<file path="src/rtl/pulp_clk_switch_pkg.sv">
// Shared types and constants for the SoC clock switch sequencer.
package pulp_clk_switch_pkg;

  typedef enum logic [2:0] {
    ST_IDLE,
    ST_WAIT_LOCK,
    ST_GATE_OFF,
    ST_SWITCH,
    ST_DONE,
    ST_FAIL
  } clk_sw_state_e;

  localparam logic CLK_SEL_CLK0 = 1'b0;
  localparam logic CLK_SEL_CLK1 = 1'b1;

  // One counter serves both the gate phases and the lock timeout.
  function automatic int cnt_width(input int gate_cycles, input int timeout_cycles);
    int m;
    m = (gate_cycles > timeout_cycles) ? gate_cycles : timeout_cycles;
    return $clog2(m + 1);
  endfunction

endpackage

</file>
<file path="src/rtl/pulp_clk_sync_serv.sv">
// Multi-flop synchroniser for a level signal; output is the input delayed SYNC_STAGES edges.
module pulp_clk_sync_serv #(
  parameter int SYNC_STAGES = 2
) (
  input  logic clk_i,
  input  logic rst_ni,
  input  logic d,
  output logic q
);

  logic [SYNC_STAGES-1:0] ff;

  always_ff @(posedge clk_i or negedge rst_ni) begin
    if (!rst_ni) ff <= '0;
    else         ff <= {ff[SYNC_STAGES-2:0], d};
  end

  assign q = ff[SYNC_STAGES-1];

endmodule

</file>
<file path="src/rtl/pulp_clk_switch_ctrl.sv">
// Glitch-safe clock mux/gate sequencer: gate off, change select, gate on, acknowledge.
// Runs on the always-on reference clock and falls back to clk0 when clk1 loses lock.
module pulp_clk_switch_ctrl
  import pulp_clk_switch_pkg::*;
#(
  parameter int SYNC_STAGES    = 2,
  parameter int GATE_CYCLES    = 4,
  parameter int TIMEOUT_CYCLES = 1024
) (
  input  logic clk_i,
  input  logic rst_ni,
  input  logic req_valid_i,
  input  logic req_sel_i,
  output logic req_ready_o,
  output logic done_o,
  output logic err_o,
  output logic lost_o,
  input  logic clk1_lock_i,
  output logic clk_en_o,
  output logic clk_sel_o,
  output logic busy_o
);

  localparam int CW = cnt_width(GATE_CYCLES, TIMEOUT_CYCLES);
  localparam logic [CW-1:0] GATE_LAST = CW'(GATE_CYCLES - 1);
  localparam logic [CW-1:0] TO_LAST   = CW'(TIMEOUT_CYCLES - 1);

  clk_sw_state_e state, state_nxt;
  logic [CW-1:0] cnt;
  logic          target, target_nxt;
  logic          sel, sel_nxt;
  logic          from_req, from_req_nxt;
  logic          lock_s;
  logic          fb;

  pulp_clk_sync_serv #(
    .SYNC_STAGES(SYNC_STAGES)
  ) u_lock_sync (
    .clk_i (clk_i),
    .rst_ni(rst_ni),
    .d     (clk1_lock_i),
    .q     (lock_s)
  );

  assign fb = (sel == CLK_SEL_CLK1) && !lock_s;

  always_comb begin
    state_nxt    = state;
    target_nxt   = target;
    sel_nxt      = sel;
    from_req_nxt = from_req;
    unique case (state)
      ST_IDLE: begin
        // Fallback wins; a pending request sees ready low and keeps waiting.
        if (fb) begin
          state_nxt    = ST_GATE_OFF;
          target_nxt   = CLK_SEL_CLK0;
          from_req_nxt = 1'b0;
        end else if (req_valid_i) begin
          target_nxt   = req_sel_i;
          from_req_nxt = 1'b1;
          if (req_sel_i == sel)                          state_nxt = ST_DONE;
          else if (req_sel_i == CLK_SEL_CLK0 || lock_s)  state_nxt = ST_GATE_OFF;
          else                                           state_nxt = ST_WAIT_LOCK;
        end
      end
      ST_WAIT_LOCK: begin
        if (lock_s)              state_nxt = ST_GATE_OFF;
        else if (cnt == TO_LAST) state_nxt = ST_FAIL;
      end
      ST_GATE_OFF: begin
        if (cnt == GATE_LAST) begin
          state_nxt = ST_SWITCH;
          sel_nxt   = target;
        end
      end
      ST_SWITCH: begin
        if (cnt == GATE_LAST) state_nxt = ST_DONE;
      end
      ST_DONE: state_nxt = ST_IDLE;
      ST_FAIL: state_nxt = ST_IDLE;
      default: state_nxt = ST_IDLE;
    endcase
  end

  always_ff @(posedge clk_i or negedge rst_ni) begin
    if (!rst_ni) begin
      state    <= ST_IDLE;
      cnt      <= '0;
      target   <= CLK_SEL_CLK0;
      sel      <= CLK_SEL_CLK0;
      from_req <= 1'b0;
    end else begin
      state    <= state_nxt;
      target   <= target_nxt;
      sel      <= sel_nxt;
      from_req <= from_req_nxt;
      // Counts only in the timed states, so it never runs free in IDLE.
      if (state_nxt != state)
        cnt <= '0;
      else if (state == ST_WAIT_LOCK || state == ST_GATE_OFF || state == ST_SWITCH)
        cnt <= cnt + 1'b1;
    end
  end

  assign req_ready_o = (state == ST_IDLE) && !fb;
  assign busy_o      = (state != ST_IDLE);
  assign clk_sel_o   = sel;
  assign clk_en_o    = !(state == ST_GATE_OFF || state == ST_SWITCH);
  assign done_o      = (state == ST_DONE) && from_req;
  assign err_o       = (state == ST_FAIL);
  assign lost_o      = (state == ST_GATE_OFF) && !from_req && (cnt == '0);

endmodule

</file>
<file path="config.mk">
export PLATFORM = sky130hd
export DESIGN_NAME = pulp_clk_switch_ctrl
export DESIGN_NICKNAME = d
export VERILOG_FILES = /design/src/rtl/pulp_clk_switch_pkg.sv /design/src/rtl/pulp_clk_sync_serv.sv /design/src/rtl/pulp_clk_switch_ctrl.sv
export SDC_FILE = /design/constraint.sdc
export NUM_CORES = 1
export LEC_CHECK = 0
export ABC_AREA = 0
export BUFFER_PORTS_ARGS = -buffer_cell sky130_fd_sc_hd__buf_2
export CAP_MARGIN = 5
export CORE_ASPECT_RATIO = 1.5
export CORE_MARGIN = 4
export CORE_UTILIZATION = 35
export CTS_CLUSTER_DIAMETER = 100
export CTS_CLUSTER_SIZE = 12
export DETAILED_ROUTE_END_ITERATION = 7
export HOLD_SLACK_MARGIN = 0.15
export SKIP_CTS_REPAIR_TIMING = 1
export SYNTH_ARGS = -nofsm -noshare
export SYNTH_HDL_FRONTEND = slang
export SYNTH_HIERARCHICAL = 1
export SYNTH_SLANG_ARGS = --single-unit
</file>
<file path="constraint.sdc">
create_clock -name clk_i -period 2.1 [get_ports clk_i]
set_input_delay 0.21 -clock clk_i [delete_from_list [all_inputs] [get_ports clk_i]]
set_output_delay 0.21 -clock clk_i [all_outputs]
set_load 0.02 [all_outputs]
</file>
# Word level (Yosys, flattened, before mapping)
# Cells that the tools add are included.
# word_totals
inputBits,5
word_cells,52
output_inout_bits,7
reg_bits,19
# op_classes
eq_ne,9
add_sub_neg,1
n_bitwise,1
n_reduce_logical,20
mux,15
# op_table
cell,n
two-way mux 11 bit,2
two-way mux 3 bit,7
one-hot mux 3 bit (4 select lines),1
"adder 11 x 1 -> 11 bit, second input constant",1
"equality test 11 x 10 -> 1 bit, second input constant",1
"equality test 11 x 2 -> 1 bit, second input constant",1
logical NOT 11 bit,1
"equality test 3 x 2 -> 1 bit, second input constant",2
"equality test 3 bit, second input constant",2
logical AND 1 bit,5
logical NOT 1 bit,4
logical OR 1 bit,4
two-way mux 1 bit,4
AND reduction 2 bit,2
nonzero test 2 bit,2
"equality test 3 x 1 -> 1 bit, second input constant",1
logical NOT 3 bit,1
inequality test 3 bit,1
nonzero test 3 bit,1
two-way mux 2 bit,1
equality test 1 bit,1
NOT 1 bit,1

# Longest topological paths before layout
# logic_depth
word_depth,9
mapped_depth,6
ltp_nobuf,5

# By module
# The synthesis kept the hierarchy.
# modules_own_cells
mod,cells_each,n_inst,seq_area_each_um2,area_per_inst_um2
pulp_clk_switch_ctrl,115,1,425.4,1037.2
pulp_clk_sync_serv,2,1,50.0,50.0

# Least setup slack after synthesis
# No wires, ideal clock.
# synth_timing
path_kind,reg-to-reg
from,register cnt[0]
to,register cnt[0]
n_path_buf,1
arrival_ns,1.863
required_ns,1.966
path_stages_with_launch,7
synth_period_minus_slack_ns,1.997
slack_ns,0.103
setup_time_ns,0.134
path_cell_list,dfrtp_1 > ha_1 > or4b_1 > or4_1 > o31ai_4 > buf_6 > nor3_1
# synth_between
elab_chain_cells,6
word_cells_on_any_way,12
cone_classes,add/sub: 1; eq/ne: 3; mux: 7; reduce/logical: 1
# synth_lines
element,line_no,rtl
start: declaration,pulp_clk_switch_ctrl.sv:29,logic [CW-1:0] cnt;
start signal: assignment,pulp_clk_switch_ctrl.sv:102,cnt <= cnt + 1'b1;
equality test 11 x 10 -> 1 bit,pulp_clk_switch_ctrl.sv:69,else if (cnt == TO_LAST) state_nxt = ST_FAIL;
two-way mux 3 bit,pulp_clk_switch_ctrl.sv:69,
two-way mux 3 bit,pulp_clk_switch_ctrl.sv:68,if (lock_s) state_nxt = ST_GATE_OFF;
one-hot mux 3 bit (4 select lines),pulp_clk_switch_ctrl.sv:52,unique case (state)
inequality test 3 bit,pulp_clk_switch_ctrl.sv:99,if (state_nxt != state)
two-way mux 11 bit or nonzero test 2 bit (tied branches),n/a,
# Several ways; a longest one is shown, not always the timed one. The select of a mux whose other input is x is not followed.
# A chain may end at the register's enable or synchronous reset.

# Final worst setup path
# layout_timing
from,register cnt[0]
to,register cnt[4]
# The elaborated chain is that of the path after synthesis.

==> flow_summary_export.csv <==
group,metric,value,unit
floorplan,die_area,4080,µm²
pwr,pwr-share-seq,37.0,%
sta,hold_viol_final,0,
route,post-route-drc-count,0,
synth,yosysMostFrequentCell,"dfrtp_1",
critical_path,cp.arrival,2150,ps
clock_network,clockBufferDepth,2,
route,dr_total_vias,913,
floorplan,core_area,2940,µm²
synth,synth_flop_cell,"dfrtp_1",
synth,syn_area,1090,µm²
route,wl_per_cell,14.0,µm
sta,finalSetupViolations,0,
critical_path,r2r-start,"cnt[0]$_DFFE_PN0P_",
min_path,hp-class,"input pin to flip-flop",
pwr,powerDensity,1100,nW/µm²
critical_path,reg2reg_depth,6,
cells_and_area,layout-drive-gt1-share,19.9,%
cells_and_area,syn_to_final_growth,22.2,%
sta,whs,270,ps
run,max-cap-violations,0,
sta,maxSlewHeadroom,44.7,%
clock_network,htree_levels,1,
critical_path,end_kind,"flip-flop",
synth,synth_cell_types,35,
cells_and_area,num_antenna_cells,0,
floorplan,initial_core_util,36.9,%
floorplan,fp.dieW,53.5,µm
cells_and_area,fillers,332,
pwr,power.total,1.46,mW
clock_network,cts_sinks,19,
synth,synthesis.nets,124,
sta,drv_slew,0,
synth,ys.warnings.count,6,
route,drtAntennaViolNets,0,
sta,fin_crit,2040,ps
clock_network,cts_tree,"built",
pwr,ir_drop,0.443,mV
grt,antenna_found_initial,0,
status,status,"complete, no violations",
synth,synth_edf_count,0,
critical_path,crit_required,2210,ps
synth,syn_inst,117,
pwr,clockPowerShare,18.2,%
grt,grt_max_degree,20,
cells_and_area,nets,144,
synth,synth.avg_cell_area,9.29,µm²
critical_path,critPathMaxFanout,6,
grt,grt_pass1_vias,937,
route,highest_layer,"met4",
synth,synth_top_area_cell,"dfrtp_1",
pwr,switchingPower,611,µW
floorplan,row_count,24,
route,drtIter0Drc,12,
floorplan,die_y,76.3,µm
place,pre_cts_ws,-0.979,ps
route,wl_met2,1.35,mm
synth,synth_seq_area_share,43.7,%
clock_network,cts-root-buf,"clkbuf_8",
min_path,min_path_cells,2,
critical_path,rr_endpoint,"cnt[4]$_DFFE_PN0P_",
sta,worst_slack,57.6,ps
clock_network,cts_buffers,3,
pwr,power.internal,853,µW
sta,fin_crit_sh,97.3,%
critical_path,ff2ff_setup_slack,60,ps
min_path,hold_end,"target$_DFFE_PN0P_",
place,gp_congestion,0.779,
grt,track_usage,13.6,%
route,vias_per_cell,5.22,
pwr,swShare,41.7,%
route,route.met3.wl,73,µm
synth,synth_area_leaders,"dfrtp_1 (44%), nor3_1 (7.4%), xnor2_1 (6.4%), inv_1 (3.1%), nor2_1 (2.8%)",
sta,finClkSkew,1.25,ps
pwr,p_leak,0.556,nW
synth,synth_seq_cells,19,
min_path,min-delay-start,"req_sel_i",
clock_network,clk_pin_slew,80,ps
synth,yosys-top-cells-count,"dfrtp_1 (19), nor3_1 (16), inv_1 (9)",
route,drt-pass1-iter-count,4,
synth,yosys.area.top_type_share,43.7,%
place,place_inst,168,
cells_and_area,post_layout_nonfiller_instances,175,
floorplan,ios,12,
sta,clock.fmax,490,MHz
synth,synth-async-reset-ratio,100,%
cells_and_area,post-route-util,45.2,%
critical_path,critical_path_class,"flip-flop to flip-flop",
critical_path,start_kind,"flip-flop",
sta,worstMarginPinSlew,829,ps
place,port_buffers,11,
grt,grt_pass1_wl,4.22,mm
pwr,power_frac_comb,44.8,%
place,dp.final_hpwl,1.78,mm
grt,grt-ovfl-total,0,
route,wl,2.45,mm
route,wl_met1,977,µm
clock_network,insertion_delay,260,ps
registers in the layout, summed over array words and instances, names as in the netlist:
register,flops
clk_sel_o,1
cnt,11
from_req,1
state,3
target,1
u_lock_sync/ff,2
cells by family (layout without fill, tap and decap cells):
logic type               count (synthesis)  count (layout)  synth area share [%]
AO/OA/AOI/OAI                           18              18                  12.2
AND/OR/NAND/NOR                         53              53                  26.6
buffers and inverters                   13              32                  5.18
XOR/XNOR                                10              10                  8.06
adder cells (fa/ha/maj)                  2               2                  2.30
flip-flops                              19              19                  43.7
multiplexers                             2               2                  1.96
worst max path at each step:
stage / start / end / cells after the start
6_report: cnt[0]$_DFFE_PN0P_ / cnt[4]$_DFFE_PN0P_ / 6
4_1_cts: cnt[6]$_DFFE_PN0P_ / lost_o / 4
3_3_place_gp: cnt[0]$_DFFE_PN0P_ / cnt[1]$_DFFE_PN0P_ / 6
2_1_floorplan: cnt[0]$_DFFE_PN0P_ / cnt[0]$_DFFE_PN0P_ / 6
3_5_place_dp: cnt[0]$_DFFE_PN0P_ / cnt[4]$_DFFE_PN0P_ / 6
5_1_grt: cnt[6]$_DFFE_PN0P_ / lost_o / 4
power groups by stage:
stage / Sequential [mW] / Combinational [mW] / Clock (mW)
final: 0.542 / 0.656 / 0.267
after detailed placement: 0.538 / 0.634 / 0
after global routing: 0.557 / 0.744 / 0.284
after CTS: 0.531 / 0.641 / 0.276
after floorplan: 0.515 / 0.460 / 0
after global placement: 0.537 / 0.626 / 0
worst max-delay path: stages (launching register included):
cell and delay, ps:
dfrtp_1 400, ha_4 160, or4b_1 420, or4_4 430, o31ai_4 250, buf_6 170
nor3_1 60
routing by layer:
metal / track usage [%] / vias to the layer above
li1: - / 452
met1: 15.4 / 442
met2: 23.7 / 15
met3: 2.35 / 4
met4: 6.14 / 0
met5: 0 / -
placed cells by master (no fill, tap or decap), types with 2 or more instances in the layout:
| cell type | instances |
|---|---|
| nor4b_1 | 2 |
| xor2_1 | 2 |
| nand2_1 | 6 |
| nor2b_1 | 2 |
| buf_4 | 4 |
| buf_2 | 11 |
| inv_1 | 9 |
| nand4_1 | 2 |
| and3_1 | 3 |
| o21ai_0 | 5 |
| dlygate4sd3_1 | 2 |
| nor3_1 | 16 |
| o211ai_1 | 4 |
| nand3_1 | 4 |
| clkbuf_8 | 3 |
| nor2_1 | 8 |
| buf_6 | 2 |
| dfrtp_1 | 18 |
| xnor2_1 | 8 |
| a21oi_1 | 3 |
final cells by class:
type | count | area [µm²] | share of cell area (%)
Multi-Input combinational cell | 85 | 593 | 44.6
Timing Repair Buffer | 19 | 128 | 9.60
Tap cell | 39 | 48.8 | 3.67
Clock inverter | 1 | 7.51 | 0.565
Clock buffer | 3 | 41.3 | 3.11
Inverter | 9 | 33.8 | 2.54
Sequential cell | 19 | 477 | 35.9
metrics by stage:
stage / TNS [ps] / instance area (µm²)
after detailed placement: -0.979 / 1210
after global routing: -54.1 / 1330
final: 0 / 1330
after floorplan: 0 / 1090
after global placement: 0 / 1210
after CTS: -49.2 / 1250
Power figures use the tool's default switching activity.
